File: src/rtl/safe_pkg.sv
// safe_pkg: shared state encoding and password-length constants for the safe sequencer
package safe_pkg;
    typedef enum logic [2:0] {
        S_OFF     = 3'd0,
        S_IDLE    = 3'd1,
        S_ENTRY   = 3'd2,
        S_CHECK   = 3'd3,
        S_OPEN    = 3'd4,
        S_CHG_NEW = 3'd5,
        S_LOCKOUT = 3'd6
    } state_t;
    localparam logic [2:0] MIN_PW_LEN  = 3'd4;
    localparam logic [2:0] MAX_PW_LEN  = 3'd6;
    localparam logic [2:0] FACTORY_LEN = 3'd6;
endpackage

File: src/rtl/safe_sequencer_if.sv
// safe_sequencer_if: keypad/datapath handshake between front end, comparator and sequencer
interface safe_sequencer_if;
    logic       is_on;
    logic       key_valid;
    logic       star_valid;
    logic       change_req;
    logic [2:0] input_length;
    logic       correct;
    logic       digit_accept;
    logic       clear_input;
    logic       parallel_load;
    logic [2:0] commit_length;
    logic       changing_password;
    logic       door_open;
    logic       alarm;
    logic [1:0] fail_count;
    logic [2:0] state;
    modport master (
        output is_on, key_valid, star_valid, change_req, input_length, correct,
        input  digit_accept, clear_input, parallel_load, commit_length,
               changing_password, door_open, alarm, fail_count, state
    );
    modport slave (
        input  is_on, key_valid, star_valid, change_req, input_length, correct,
        output digit_accept, clear_input, parallel_load, commit_length,
               changing_password, door_open, alarm, fail_count, state
    );
endinterface

File: src/rtl/safe_timer.sv
// safe_timer: loadable down-counter that holds at zero
module safe_timer #(
    parameter int CNT_W = 16
) (
    input  logic             clk,
    input  logic             reset,
    input  logic             load,
    input  logic [CNT_W-1:0] value,
    output logic             zero
);
    logic [CNT_W-1:0] cnt_q, cnt_d;
    assign zero = (cnt_q == '0);
    always_comb cnt_d = load ? value : (zero ? cnt_q : cnt_q - 1'b1);
    always_ff @(posedge clk) begin
        if (reset) cnt_q <= '0;
        else       cnt_q <= cnt_d;
    end
endmodule

File: src/rtl/safe_sequencer.sv
// safe_sequencer: keypad safe control FSM: entry, check, door timing, password change and lockout
module safe_sequencer
    import safe_pkg::*;
#(
    parameter int MAX_FAILS      = 3,
    parameter int LOCKOUT_CYCLES = 1000,
    parameter int OPEN_CYCLES    = 500,
    parameter int ENTRY_TIMEOUT  = 2000,
    parameter int CNT_W          = 16
) (
    input logic           clk,
    input logic           reset,
    safe_sequencer_if.slave bus
);
    state_t           state_q, state_d;
    logic [1:0]       fail_q, fail_d;
    logic             clear_q, clear_d;
    logic             load_q, load_d;
    logic [2:0]       commit_q, commit_d;
    logic             t_load, t_zero;
    logic [CNT_W-1:0] t_val;
    logic             accept;

    assign accept = bus.key_valid & ~bus.star_valid
                  & (state_q inside {S_IDLE, S_ENTRY, S_CHG_NEW})
                  & (bus.input_length < MAX_PW_LEN);

    assign bus.digit_accept      = accept;
    assign bus.clear_input       = clear_q;
    assign bus.parallel_load     = load_q;
    assign bus.commit_length     = commit_q;
    assign bus.changing_password = (state_q == S_CHG_NEW);
    assign bus.door_open         = (state_q == S_OPEN);
    assign bus.alarm             = (state_q == S_LOCKOUT);
    assign bus.fail_count        = fail_q;
    assign bus.state             = state_q;

    safe_timer #(.CNT_W(CNT_W)) u_timer (
        .clk   (clk),
        .reset (reset),
        .load  (t_load),
        .value (t_val),
        .zero  (t_zero)
    );

    always_comb begin
        state_d  = state_q;
        fail_d   = fail_q;
        clear_d  = load_q;
        load_d   = 1'b0;
        commit_d = commit_q;
        t_load   = 1'b0;
        t_val    = '0;
        if (state_q == S_LOCKOUT) begin
            if (t_zero) begin
                fail_d  = 2'd0;
                state_d = bus.is_on ? S_IDLE : S_OFF;
                clear_d = ~bus.is_on;
            end
        end else if (!bus.is_on) begin
            // fail_count survives power-off so a power cycle cannot dodge lockout
            state_d = S_OFF;
            if (state_q != S_OFF) clear_d = 1'b1;
        end else begin
            case (state_q)
                S_OFF: state_d = S_IDLE;
                S_IDLE: begin
                    if (bus.star_valid && bus.input_length != 3'd0) state_d = S_CHECK;
                    else if (accept) begin
                        state_d = S_ENTRY;
                        t_load  = 1'b1;
                        t_val   = CNT_W'(ENTRY_TIMEOUT);
                    end
                end
                S_ENTRY: begin
                    if (t_zero) begin
                        clear_d = 1'b1;
                        state_d = S_IDLE;
                    end else if (bus.star_valid) state_d = S_CHECK;
                    else if (accept) begin
                        t_load = 1'b1;
                        t_val  = CNT_W'(ENTRY_TIMEOUT);
                    end
                end
                S_CHECK: begin
                    clear_d = 1'b1;
                    if (bus.correct) begin
                        fail_d  = 2'd0;
                        state_d = S_OPEN;
                        t_load  = 1'b1;
                        t_val   = CNT_W'(OPEN_CYCLES);
                    end else begin
                        fail_d  = (fail_q == 2'(MAX_FAILS)) ? fail_q : fail_q + 2'd1;
                        state_d = (fail_d == 2'(MAX_FAILS)) ? S_LOCKOUT : S_IDLE;
                        t_load  = (fail_d == 2'(MAX_FAILS));
                        t_val   = CNT_W'(LOCKOUT_CYCLES);
                    end
                end
                S_OPEN: begin
                    if (t_zero || bus.star_valid) state_d = S_IDLE;
                    else if (bus.change_req) begin
                        state_d = S_CHG_NEW;
                        clear_d = 1'b1;
                    end
                end
                S_CHG_NEW: begin
                    if (bus.star_valid) begin
                        if (bus.input_length >= MIN_PW_LEN && bus.input_length <= MAX_PW_LEN) begin
                            load_d   = 1'b1;
                            commit_d = bus.input_length;
                            state_d  = S_IDLE;
                        end else clear_d = 1'b1;
                    end
                end
                default: state_d = S_OFF;
            endcase
        end
    end

    always_ff @(posedge clk) begin
        if (reset) begin
            state_q  <= S_OFF;
            fail_q   <= 2'd0;
            clear_q  <= 1'b0;
            load_q   <= 1'b0;
            commit_q <= FACTORY_LEN;
        end else begin
            state_q  <= state_d;
            fail_q   <= fail_d;
            clear_q  <= clear_d;
            load_q   <= load_d;
            commit_q <= commit_d;
        end
    end
endmodule

File: src/flat_wrapper.sv
// flat-port wrapper written by rule: the top's interface ports become plain ports
module safe_sequencer_flat import safe_pkg::*;
#(
    parameter int MAX_FAILS      = 3,
    parameter int LOCKOUT_CYCLES = 1000,
    parameter int OPEN_CYCLES    = 500,
    parameter int ENTRY_TIMEOUT  = 2000,
    parameter int CNT_W          = 16
)
  (clk, reset, bus_is_on, bus_key_valid, bus_star_valid, bus_change_req, bus_input_length, bus_correct, bus_digit_accept, bus_clear_input, bus_parallel_load, bus_commit_length, bus_changing_password, bus_door_open, bus_alarm, bus_fail_count, bus_state);
  safe_sequencer_if bus_i ();
  input logic clk;
  input logic reset;
  input wire logic [$bits(bus_i.is_on)-1:0] bus_is_on;
  input wire logic [$bits(bus_i.key_valid)-1:0] bus_key_valid;
  input wire logic [$bits(bus_i.star_valid)-1:0] bus_star_valid;
  input wire logic [$bits(bus_i.change_req)-1:0] bus_change_req;
  input wire logic [$bits(bus_i.input_length)-1:0] bus_input_length;
  input wire logic [$bits(bus_i.correct)-1:0] bus_correct;
  output wire logic [$bits(bus_i.digit_accept)-1:0] bus_digit_accept;
  output wire logic [$bits(bus_i.clear_input)-1:0] bus_clear_input;
  output wire logic [$bits(bus_i.parallel_load)-1:0] bus_parallel_load;
  output wire logic [$bits(bus_i.commit_length)-1:0] bus_commit_length;
  output wire logic [$bits(bus_i.changing_password)-1:0] bus_changing_password;
  output wire logic [$bits(bus_i.door_open)-1:0] bus_door_open;
  output wire logic [$bits(bus_i.alarm)-1:0] bus_alarm;
  output wire logic [$bits(bus_i.fail_count)-1:0] bus_fail_count;
  output wire logic [$bits(bus_i.state)-1:0] bus_state;
  assign bus_i.is_on = bus_is_on;
  assign bus_i.key_valid = bus_key_valid;
  assign bus_i.star_valid = bus_star_valid;
  assign bus_i.change_req = bus_change_req;
  assign bus_i.input_length = bus_input_length;
  assign bus_i.correct = bus_correct;
  assign bus_digit_accept = bus_i.digit_accept;
  assign bus_clear_input = bus_i.clear_input;
  assign bus_parallel_load = bus_i.parallel_load;
  assign bus_commit_length = bus_i.commit_length;
  assign bus_changing_password = bus_i.changing_password;
  assign bus_door_open = bus_i.door_open;
  assign bus_alarm = bus_i.alarm;
  assign bus_fail_count = bus_i.fail_count;
  assign bus_state = bus_i.state;
  safe_sequencer #(.MAX_FAILS(MAX_FAILS), .LOCKOUT_CYCLES(LOCKOUT_CYCLES), .OPEN_CYCLES(OPEN_CYCLES), .ENTRY_TIMEOUT(ENTRY_TIMEOUT), .CNT_W(CNT_W)) u_core (.clk(clk), .reset(reset), .bus(bus_i));
endmodule
File: config.mk
export PLATFORM = sky130hd
export DESIGN_NAME = safe_sequencer_flat
export DESIGN_NICKNAME = d
export VERILOG_FILES = /design/src/rtl/safe_pkg.sv /design/src/rtl/safe_sequencer_if.sv /design/src/rtl/safe_timer.sv /design/src/rtl/safe_sequencer.sv /design/src/flat_wrapper.sv
export SDC_FILE = /design/constraint.sdc
export NUM_CORES = 1
export LEC_CHECK = 0
export ABC_CLOCK_PERIOD_IN_PS = 2800
export CELL_PAD_IN_SITES_DETAIL_PLACEMENT = 1
export CELL_PAD_IN_SITES_GLOBAL_PLACEMENT = 1
export CORE_ASPECT_RATIO = 1.75
export CORE_MARGIN = 4
export CORE_UTILIZATION = 46
export DETAILED_ROUTE_END_ITERATION = 8
export DONT_BUFFER_PORTS = 1
export PLACE_DENSITY = 0.88
export SYNTH_ARGS = -nofsm -noshare
export SYNTH_HDL_FRONTEND = slang
export SYNTH_SLANG_ARGS = --single-unit
File: constraint.sdc
create_clock -name clk -period 2.8 [get_ports clk]
set_input_delay 0.56 -clock clk [delete_from_list [all_inputs] [get_ports clk]]
set_output_delay 0.56 -clock clk [all_outputs]
set_load 0.1 [all_outputs]
==> results.json, run 1 <==
{
  "status": "finished clean",
  "cts_root_buffer": "clkbuf_8",
  "cts_buffers": 3,
  "h-tree-depth": 1,
  "postCtsResizedCells": 0,
  "slowest_delay_ps": 510,
  "drive_gt1_share_pct": 14.15,
  "post-route-util_pct": 55.71,
  "start_util_pct": 48.77,
  "slew_headroom_pct": 27.83,
  "synth_edf_count": 0,
  "antenna_left": 0,
  "tightest_slew_ps": 1081,
  "synth_ff_type": "dfxtp_1",
  "drt_first_pass_iters": 4,
  "p_leak_uw": 0.0006987,
  "critPathTopFamily": "simple AND/OR/NAND/NOR gates",
  "setup_viol": 0,
  "rsz0062_at_grt": "false",
  "layout.cells.most_common": "dfxtp_1",
  "die_y_um": 85.57,
  "ys_types": 46,
  "antenna_cells": 0,
  "syn_nets": 214,
  "io_pins": 24,
  "cts.sinks": 26,
  "setup_tns_ps": 0,
  "grt_pass1_vias": 1729,
  "synth_compound_area_share_pct": 22.39,
  "synth_seq_cells": 26,
  "async_flop_share_pct": 0,
  "period_share_pct": 90.52,
  "gr-usage-met3_pct": 3.478,
  "max-cap-violations": 0,
  "synth_top_family_by_area": "simple AND/OR/NAND/NOR gates",
  "dieArea_sq_um": 4477,
  "n_fill_cell": 430,
  "synthToLayoutAreaGrowth_pct": 14.24,
  "top_usage_layer": "met2",
  "arrival_ps": 2680,
  "layout_min_cycle_time_ps": 2535,
  "cp-start-kind": "flop",
  "syn_area_sq_um": 1582,
  "cts_tree": "yes",
  "postCtsSetupRepairBufs": 0,
  "vias": 1540,
  "cp_common_cell": "or4_4",
  "grt_max_degree": 24,
  "synthMuxAreaShare_pct": 1.899,
  "numPortBuffers": 0,
  "avgViaCountPerCell": 6.039,
  "clk_pin_slew_ps": 90,
  "worst_hold_path_type": "in2reg",
  "antenna_found_initial": 0,
  "slew_violations": 0,
  "syn_area_per_cell_sq_um": 7.868,
  "place_congestion": 0.9693,
  "syn_inst": 201,
  "yosys_warnings": 0,
  "cp.required_ps": 2950,
  "drc": 0,
  "nets": 227,
  "core-area_sq_um": 3243,
  "grt_pass1_wl_um": 7976,
  "seq_area_frac_synth_pct": 32.91,
  "yosys.area_share.xor_xnor_pct": 6.646,
  "timing.fmax_mhz": 394.6,
  "finalHoldViolations": 0,
  "wire_per_inst_um": 18.54,
  "yosys.area_share.simple_pct": 29.98,
  "worstPathCellList": "or3_4 > or4_4 > or4_4 > or3_1 > xor2_1 > nor2_1",
  "p_per_area_nw_per_um2": 779.1,
  "vdd_drop_max_mv": 0.3643,
  "wl_um": 4727,
  "finClkSkew_ps": 9.066,
  "fp-row-count": 27,
  "grt_overflow": 0,
  "drtIter0Drc": 39,
  "clock_latency_ps": 280,
  "die_w_um": 52.33,
  "gr-usage-met2_pct": 44.00,
  "hpwl_um": 3740,
  "worstSetupEndpointType": "flop",
  "use_met1_pct": 22.23,
  "cts_buffer_depth": 2,
  "cpMaxStageDelayCell": "or4_4",
  "cp_max_fo": 5,
  "grtUsageTotal_pct": 22.91,
  "crit_type": "reg2reg",
  "most-common-layout-cells": "25 x dfxtp_1, 21 x nor2_1, 16 x a21oi_1",
  "critical_path_buf_inv_count": 0,
  "hold_buffers": 0,
  "synth_fa_ha_area_share_pct": 2.373
}
==> state kept, by name, indices dropped and copies added, names as in the netlist <==
| signal | flops |
|---|---|
| u_core.bus.parallel_load | 1 |
| u_core.bus.fail_count | 2 |
| u_core.u_timer.cnt_q | 16 |
| u_core.bus.clear_input | 1 |
| u_core.bus.state | 3 |
| u_core.bus.commit_length | 3 |
==> stage by stage <==
| step | hold slack, ps | worst slack [ps] | total power (uW) | cell area, sq um | instances |
|---|---|---|---|---|---|
| floorplan | 479.4 | 61.82 | 1011 | 1604 | 201 |
| global placement | 496.5 | 484.5 | 1147 | 1765 | 252 |
| detailed placement | 557.4 | 308.9 | 1195 | 1765 | 252 |
| CTS | 338.0 | 280.5 | 1413 | 1807 | 255 |
| global route | 337.4 | 77.17 | 1509 | 1807 | 255 |
| finish | 337.1 | 265.5 | 1408 | 1807 | 255 |
==> path summary, 6_finish.rpt <==
check	start	to	slack, ps	cells after the start
setup / recovery	u_core.u_timer.cnt_q[2]$_SDFFE_PP0P_	u_core.u_timer.cnt_q[15]$_SDFFE_PP0P_	270	6
hold / removal	reset	u_core.u_timer.cnt_q[4]$_SDFFE_PP0P_	340	1
setup reg to reg	u_core.u_timer.cnt_q[2]$_SDFFE_PP0P_	u_core.u_timer.cnt_q[15]$_SDFFE_PP0P_	270	6
hold reg to reg	u_core.u_timer.cnt_q[1]$_SDFFE_PP0P_	u_core.u_timer.cnt_q[1]$_SDFFE_PP0P_	580	2
==> cell usage after synthesis, types with 2 or more instances <==
master | instances | area (sq um)
a211o_1 | 2 | 17.52
a211oi_1 | 3 | 22.52
a21bo_2 | 2 | 20.02
a21oi_1 | 17 | 85.08
a311oi_1 | 2 | 17.52
a31oi_1 | 2 | 12.51
and3_1 | 2 | 12.51
and4_1 | 2 | 17.52
clkbuf_1 | 6 | 22.52
dfxtp_1 | 26 | 520.5
ha_1 | 3 | 37.54
inv_1 | 9 | 33.78
mux2i_1 | 3 | 30.03
nand2_1 | 12 | 45.04
nand2b_1 | 7 | 43.79
nand4_1 | 3 | 18.77
nor2_1 | 23 | 86.33
nor2b_1 | 2 | 12.51
nor3_1 | 12 | 60.06
nor4_1 | 4 | 25.02
o211ai_1 | 2 | 15.01
o21a_1 | 3 | 22.52
o21ai_0 | 11 | 55.05
or2_2 | 3 | 18.77
or3_1 | 5 | 31.28
or4_1 | 4 | 30.03
or4_4 | 2 | 22.52
xnor2_1 | 4 | 35.03
xor2_1 | 8 | 70.07
==> where the power goes <==
group          switching (uW)  internal, uW
Sequential               86.3           437
Clock                     116          96.6
Combinational             369           303
==> metal layers <==
layer  share of wire, %  routed length [um]
met5                  0                   0
met4                3.3                 155
met3                2.9                 138
met2                 58                2756
met1                 35                1677
==> area by class of cell <==
| type | instances | area, sq um | share of cell area, % |
|---|---|---|---|
| inverters | 10 | 37.54 | 2.078 |
| well taps | 43 | 53.80 | 2.978 |
| flip-flops and latches | 26 | 521.8 | 28.88 |
| multi-input cells | 159 | 1022 | 56.58 |
| clock buffers | 3 | 41.29 | 2.285 |
| repair buffers | 14 | 130.1 | 7.202 |
==> cells by family after synthesis <==
family,Yosys count
adders and majority gates,3
DFF,26
AOI/OAI and AO/OA,54
and+or+nand+nor,87
buffers and inverters,16
muxes,3
xor gates and xnor gates,12
==> worst reg2reg max path, stage by stage (launching register included) <==
cell and delay [ps]:
dfxtp_1 370, or3_4 420, or4_4 460, or4_4 510, or3_1 360, xor2_1 210
nor2_1 80
(Power assumes the default switching activity.)
==> run 2: changes to the inputs <==
--- a/config.mk
+++ b/config.mk
@@ -5,15 +5,16 @@
 export SDC_FILE = /design/constraint.sdc
 export NUM_CORES = 1
 export LEC_CHECK = 0
+export ABC_AREA = 1
 export ABC_CLOCK_PERIOD_IN_PS = 2800
 export CELL_PAD_IN_SITES_DETAIL_PLACEMENT = 1
 export CELL_PAD_IN_SITES_GLOBAL_PLACEMENT = 1
 export CORE_ASPECT_RATIO = 1.75
 export CORE_MARGIN = 4
-export CORE_UTILIZATION = 46
+export CORE_UTILIZATION = 44
 export DETAILED_ROUTE_END_ITERATION = 8
 export DONT_BUFFER_PORTS = 1
-export PLACE_DENSITY = 0.88
+export PLACE_DENSITY_LB_ADDON = 0.1
 export SYNTH_ARGS = -nofsm -noshare
 export SYNTH_HDL_FRONTEND = slang
 export SYNTH_SLANG_ARGS = --single-unit
==> results.json, run 2 <==
{
  "status": "finished clean",
  "cts_buffers": 3,
  "cts.sinks": 26,
  "dieArea_sq_um": 5027,
  "cts_buffer_depth": 2,
  "combPwrFrac_pct": 51.8,
  "synth_ff_type": "dfxtp_1",
  "timing.fmax_mhz": 480.7,
  "grt_max_degree": 15,
  "arrival_ps": 1520,
  "drive_gt1_share_pct": 15.56,
  "ys_types": 32,
  "async_flop_share_pct": 0,
  "finalHoldViolations": 0,
  "slew_violations": 0,
  "yosysMostFrequentCell": "nand2_1",
  "syn_nets": 272,
  "synth_seq_cells": 26,
  "drtIter0Drc": 46,
  "grtUsageTotal_pct": 22.33,
  "synth_edf_count": 0,
  "rsz0062_at_grt": "false",
  "fp-row-count": 29,
  "synth_top_area_cell": "dfxtp_1",
  "crit_type": "reg2out",
  "die_w_um": 55.34,
  "cp_max_fo": 7,
  "p_per_area_nw_per_um2": 855.7,
  "p_leak_uw": 0.0009576,
  "grt_overflow": 0,
  "wire_per_inst_um": 16.24,
  "setup_viol": 0,
  "antenna_left": 0,
  "layout.cells.most_common": "nand2_1",
  "whs_ps": 329.3,
  "synthToLayoutAreaGrowth_pct": 12.11,
  "cp.required_ps": 2240,
  "syn_area_sq_um": 1725,
  "syn_inst": 259,
  "avgViaCountPerCell": 5.434,
  "syn_area_per_cell_sq_um": 6.662,
  "postCtsSetupRepairBufs": 0,
  "grt_pass1_wl_um": 8907,
  "most-common-layout-cells": "62 x nand2_1, 35 x nor2_1, 32 x inv_1, 26 x dfxtp_1, 22 x nand3_1",
  "drc": 0,
  "largest_reg_flops": 16,
  "worstSetupEndpointType": "output pin",
  "p_int_uw": 885.9,
  "synth_top_area_share_pct": 30.17,
  "synth_top_cells_by_count": "62 x nand2_1, 36 x nor2_1, 32 x inv_1",
  "layout_min_cycle_time_ps": 2080,
  "slew_headroom_pct": 35.16,
  "drt_first_pass_iters": 4,
  "antenna_cells": 0,
  "synth_area_leaders": "dfxtp_1 30%, nand2_1 13%, nor2_1 7.8%",
  "vias": 1717,
  "worst_hold_path_type": "in2reg",
  "numPortBuffers": 0,
  "io_pins": 24,
  "setup_tns_ps": 0,
  "yosys_warnings": 0,
  "nets": 284,
  "cp-start-kind": "flop",
  "pwr-share-seq_pct": 32.6,
  "cts_root_buffer": "clkbuf_8",
  "start_util_pct": 46.62,
  "hold_buffers": 0,
  "place_congestion": 0.9446,
  "grt_pass1_vias": 1903,
  "wl_um": 5131,
  "h-tree-depth": 1,
  "seq_area_frac_synth_pct": 30.17,
  "vdd_drop_max_mv": 0.3664,
  "swShare_pct": 46.48,
  "p_sw_uw": 769.3,
  "die_y_um": 90.84,
  "power.share.clock_pct": 15.6,
  "core-area_sq_um": 3701,
  "finClkSkew_ps": 4.669,
  "hpwl_um": 4289,
  "postCtsResizedCells": 0,
  "period_share_pct": 74.30,
  "top_register": "u_core.u_timer.cnt_q",
  "tightest_slew_ps": 971.3,
  "max-cap-violations": 0,
  "antenna_found_initial": 0,
  "cts_tree": "yes",
  "clock_latency_ps": 280,
  "clk_pin_slew_ps": 100
}
-- run 2: worst max-delay path: stages, from the launching register on --
cell,delay (ps)
dfxtp_1,500
inv_2,120
nand3_1,120
nand2_1,60
nand2_1,160
inv_1,100
buf_12,170
-- run 2: cell families after synthesis --
logic type,Yosys count,synth area share (%)
adders and majority gates,3,2.176
and+or+nand+nor,153,44.96
xor gates and xnor gates,7,3.553
buffers and inverters,38,8.702
DFF,26,30.17
AOI/OAI and AO/OA,32,10.44
-- run 2: path summary, 6_finish.rpt --
kind                                         from                                     to  slack, ps  cells past startpoint
max              u_core.bus.state[2]$_SDFFE_PP0P_                       bus_digit_accept        720                      6
min                                         reset   u_core.u_timer.cnt_q[5]$_SDFFE_PP0P_        330                      1
max reg2reg  u_core.u_timer.cnt_q[0]$_SDFFE_PP0P_  u_core.bus.fail_count[0]$_SDFFE_PP0P_        900                     11
min reg2reg  u_core.u_timer.cnt_q[1]$_SDFFE_PP0P_   u_core.u_timer.cnt_q[1]$_SDFFE_PP0P_        480                      2
-- run 2: final cells by class --
class                           instances  area (sq um)
Clock buffer                            4         55.05
Fill cell                             524          1767
Tap cell                               46         57.56
Sequential cell                        26         520.5
Timing Repair Buffer                   10         112.6
Inverter                               35         131.4
Multi-Input combinational cell        195          1057
-- run 2: power groups by stage --
stage	combinational, uW	sequential (uW)	clock, uW
final	857	540	258
after global routing	980	555	273
after CTS	862	541	255
after detailed placement	855	550	0
after global placement	842	548	0
after floorplan	661	554	0
-- run 2: per-layer routing --
| metal | GRT usage [%] | share of wire [%] | vias to the layer above |
|---|---|---|---|
| met5 | 0 | 0 | - |
| met4 | 14.20 | 5.9 | 0 |
| met3 | 2.718 | 3.3 | 22 |
| met2 | 43.38 | 57 | 43 |
| met1 | 20.97 | 33 | 804 |
| li1 | - | - | 848 |
-- run 2: per-stage QoR --
| step | cell area (sq um) | setup slack (ps) | power (uW) | util (%) | instances |
|---|---|---|---|---|---|
| floorplan | 1728 | 21.29 | 1216 | - | 259 |
| global route | 1934 | 594.9 | 1808 | 52.26 | 316 |
| finish | 1934 | 719.7 | 1655 | 52.26 | 316 |
| CTS | 1934 | 711.4 | 1659 | 52.26 | 316 |
| global placement | 1879 | 945.7 | 1390 | 50.78 | 312 |
| detailed placement | 1879 | 891.6 | 1405 | 50.78 | 312 |
==> run 3: changes to the inputs <==
--- a/config.mk
+++ b/config.mk
@@ -6,7 +6,7 @@
 export NUM_CORES = 1
 export LEC_CHECK = 0
 export ABC_AREA = 1
-export ABC_CLOCK_PERIOD_IN_PS = 2800
+export ABC_CLOCK_PERIOD_IN_PS = 2200
 export CELL_PAD_IN_SITES_DETAIL_PLACEMENT = 1
 export CELL_PAD_IN_SITES_GLOBAL_PLACEMENT = 1
 export CORE_ASPECT_RATIO = 1.75
==> constraint.sdc (replaced) <==
create_clock -name clk -period 2.2 [get_ports clk]
set_input_delay 0.44 -clock clk [delete_from_list [all_inputs] [get_ports clk]]
set_output_delay 0.44 -clock clk [all_outputs]
set_load 0.1 [all_outputs]
==> results.json, run 3 (synthesis results as in run 2) <==
{
  "setup_tns_ps": 0,
  "p_sw_uw": 963.9,
  "hold_path_end": "u_core.bus.state[0]$_SDFFE_PP0P_",
  "cts_root_buffer": "clkbuf_8",
  "clock_latency_ps": 280,
  "p_int_uw": 1128,
  "worstSetupEndpointType": "output pin",
  "die_w_um": 55.34,
  "cp-start-kind": "flop",
  "antenna_found_initial": 0,
  "hpwl_um": 4083,
  "p_per_area_nw_per_um2": 1075,
  "antenna_left": 0,
  "wl_um": 4948,
  "regToRegEndpoint": "u_core.bus.fail_count[1]$_SDFFE_PP0P_",
  "placed_area_sq_um": 1891,
  "p_leak_uw": 0.0009669,
  "cp_max_fo": 8,
  "cts_buffers": 3,
  "pwr-share-seq_pct": 32.7,
  "grt_max_degree": 15,
  "seq_area_sq_um": 529.3,
  "clk_pin_slew_ps": 100,
  "wire_per_inst_um": 15.51,
  "hold_buffers": 0,
  "dieArea_sq_um": 5027,
  "finalHoldViolations": 0,
  "drive_gt1_share_pct": 17.58,
  "h-tree-depth": 1,
  "drt_first_pass_iters": 2,
  "layout.cells.most_common": "nand2_1",
  "grt_overflow": 0,
  "largest_reg_flops": 16,
  "period_share_pct": 96.91,
  "tightest_slew_ps": 484.0,
  "layout.cells.non_filler": 319,
  "grtUsageTotal_pct": 20.86,
  "io_pins": 24,
  "nets": 287,
  "top_register": "u_core.u_timer.cnt_q",
  "min_from": "reset",
  "r2r_start": "u_core.u_timer.cnt_q[0]$_SDFFE_PP0P_",
  "slew_headroom_pct": 67.44,
  "cts_buffer_depth": 2,
  "dp.cells": 315,
  "total_power_uw": 2092,
  "multiInputGateArea_sq_um": 1062,
  "status": "finished clean",
  "cts_tree": "yes",
  "most-common-layout-cells": "62 x nand2_1, 35 x nor2_1, 32 x inv_1, 23 x dfxtp_1, 22 x nand3_1",
  "place_congestion": 0.9034,
  "core-area_sq_um": 3701,
  "reg2reg_depth": 11,
  "setup_viol": 0,
  "postCtsSetupRepairBufs": 0,
  "power.share.clock_pct": 15.6,
  "avgViaCountPerCell": 5.332,
  "antenna_cells": 0,
  "worst_hold_path_type": "in2reg",
  "vias": 1701,
  "rsz0062_at_grt": "false",
  "n_fill_cell": 519,
  "fin_area_sq_um": 1946,
  "fp-row-count": 29,
  "finClkSkew_ps": 2.949,
  "worstHoldPathCells": 1,
  "grt_pass1_wl_um": 8445,
  "swShare_pct": 46.07,
  "arrival_ps": 1690,
  "start_util_pct": 46.62,
  "slew_violations": 0,
  "reg2reg_slack_ps": 180,
  "cts.sinks": 26,
  "drc": 0,
  "postCtsResizedCells": 0,
  "combPwrFrac_pct": 51.6,
  "timing.fmax_mhz": 469.0,
  "grt_pass1_vias": 1878,
  "numPortBuffers": 0,
  "layout_min_cycle_time_ps": 2132,
  "vdd_drop_max_mv": 0.4253,
  "cp.required_ps": 1760,
  "drtIter0Drc": 28,
  "die_y_um": 90.84,
  "max-cap-violations": 0,
  "crit_type": "reg2out",
  "synthToLayoutAreaGrowth_pct": 12.76
}
## run 3: worst max-delay path: stages, from the launching register on
cell and delay, ps:
dfxtp_4 590, nand2_1 180, nor2_4 280, buf_4 350
## run 3: worst max-delay path by stage
stage                                                        to  cells after the start                            startpoint  slack, ps
final                                                 bus_alarm                      3      u_core.bus.state[1]$_SDFFE_PP0P_         70
after floorplan                                bus_digit_accept                      4      u_core.bus.state[0]$_SDFFE_PP0P_         20
after detailed placement  u_core.bus.fail_count[1]$_SDFFE_PP0P_                     11  u_core.u_timer.cnt_q[0]$_SDFFE_PP0P_        190
after global placement    u_core.bus.fail_count[0]$_SDFFE_PP0P_                     11  u_core.u_timer.cnt_q[0]$_SDFFE_PP0P_        320
after global routing                                  bus_alarm                      3      u_core.bus.state[1]$_SDFFE_PP0P_         10
after CTS                                             bus_alarm                      3      u_core.bus.state[1]$_SDFFE_PP0P_         60
## run 3: area by class of cell
type	count	share of cell area [%]
clock buffers	4	2.830
inverters	35	6.752
repair buffers	13	5.659
multi-input cells	195	54.60
flip-flops and latches	26	27.20
well taps	46	2.958
## run 3: per-layer routing
metal / track usage [%] / vias to the layer above / part of all wire, %
li1: - / 853 / -
met1: 19.20 / 807 / 35
met2: 41.90 / 28 / 59
met3: 3.004 / 13 / 2.8
met4: 10.75 / 0 / 3.3
met5: 0 / - / 0
## run 3: stage by stage
| step | utilization (%) | hold slack [ps] | setup WS [ps] |
|---|---|---|---|
| 5_1_grt | 52.57 | 207.4 | 13.18 |
| 2_1_floorplan | - | 440.2 | 22.20 |
| 4_1_cts | 52.57 | 209.8 | 61.24 |
| 3_3_place_gp | 51.08 | 453.8 | 315.5 |
| 3_5_place_dp | 51.08 | 460.1 | 191.4 |
| 6_report | 52.57 | 209.0 | 67.93 |
## run 3: power groups by stage
stage          registers [uW]  clock network [uW]  logic (uW)
3_3_place_gp              693                   0        1050
5_1_grt                   703                 345        1220
3_5_place_dp              695                   0        1080
4_1_cts                   684                 326        1100
2_1_floorplan             707                   0         843
6_report                  685                 327        1080
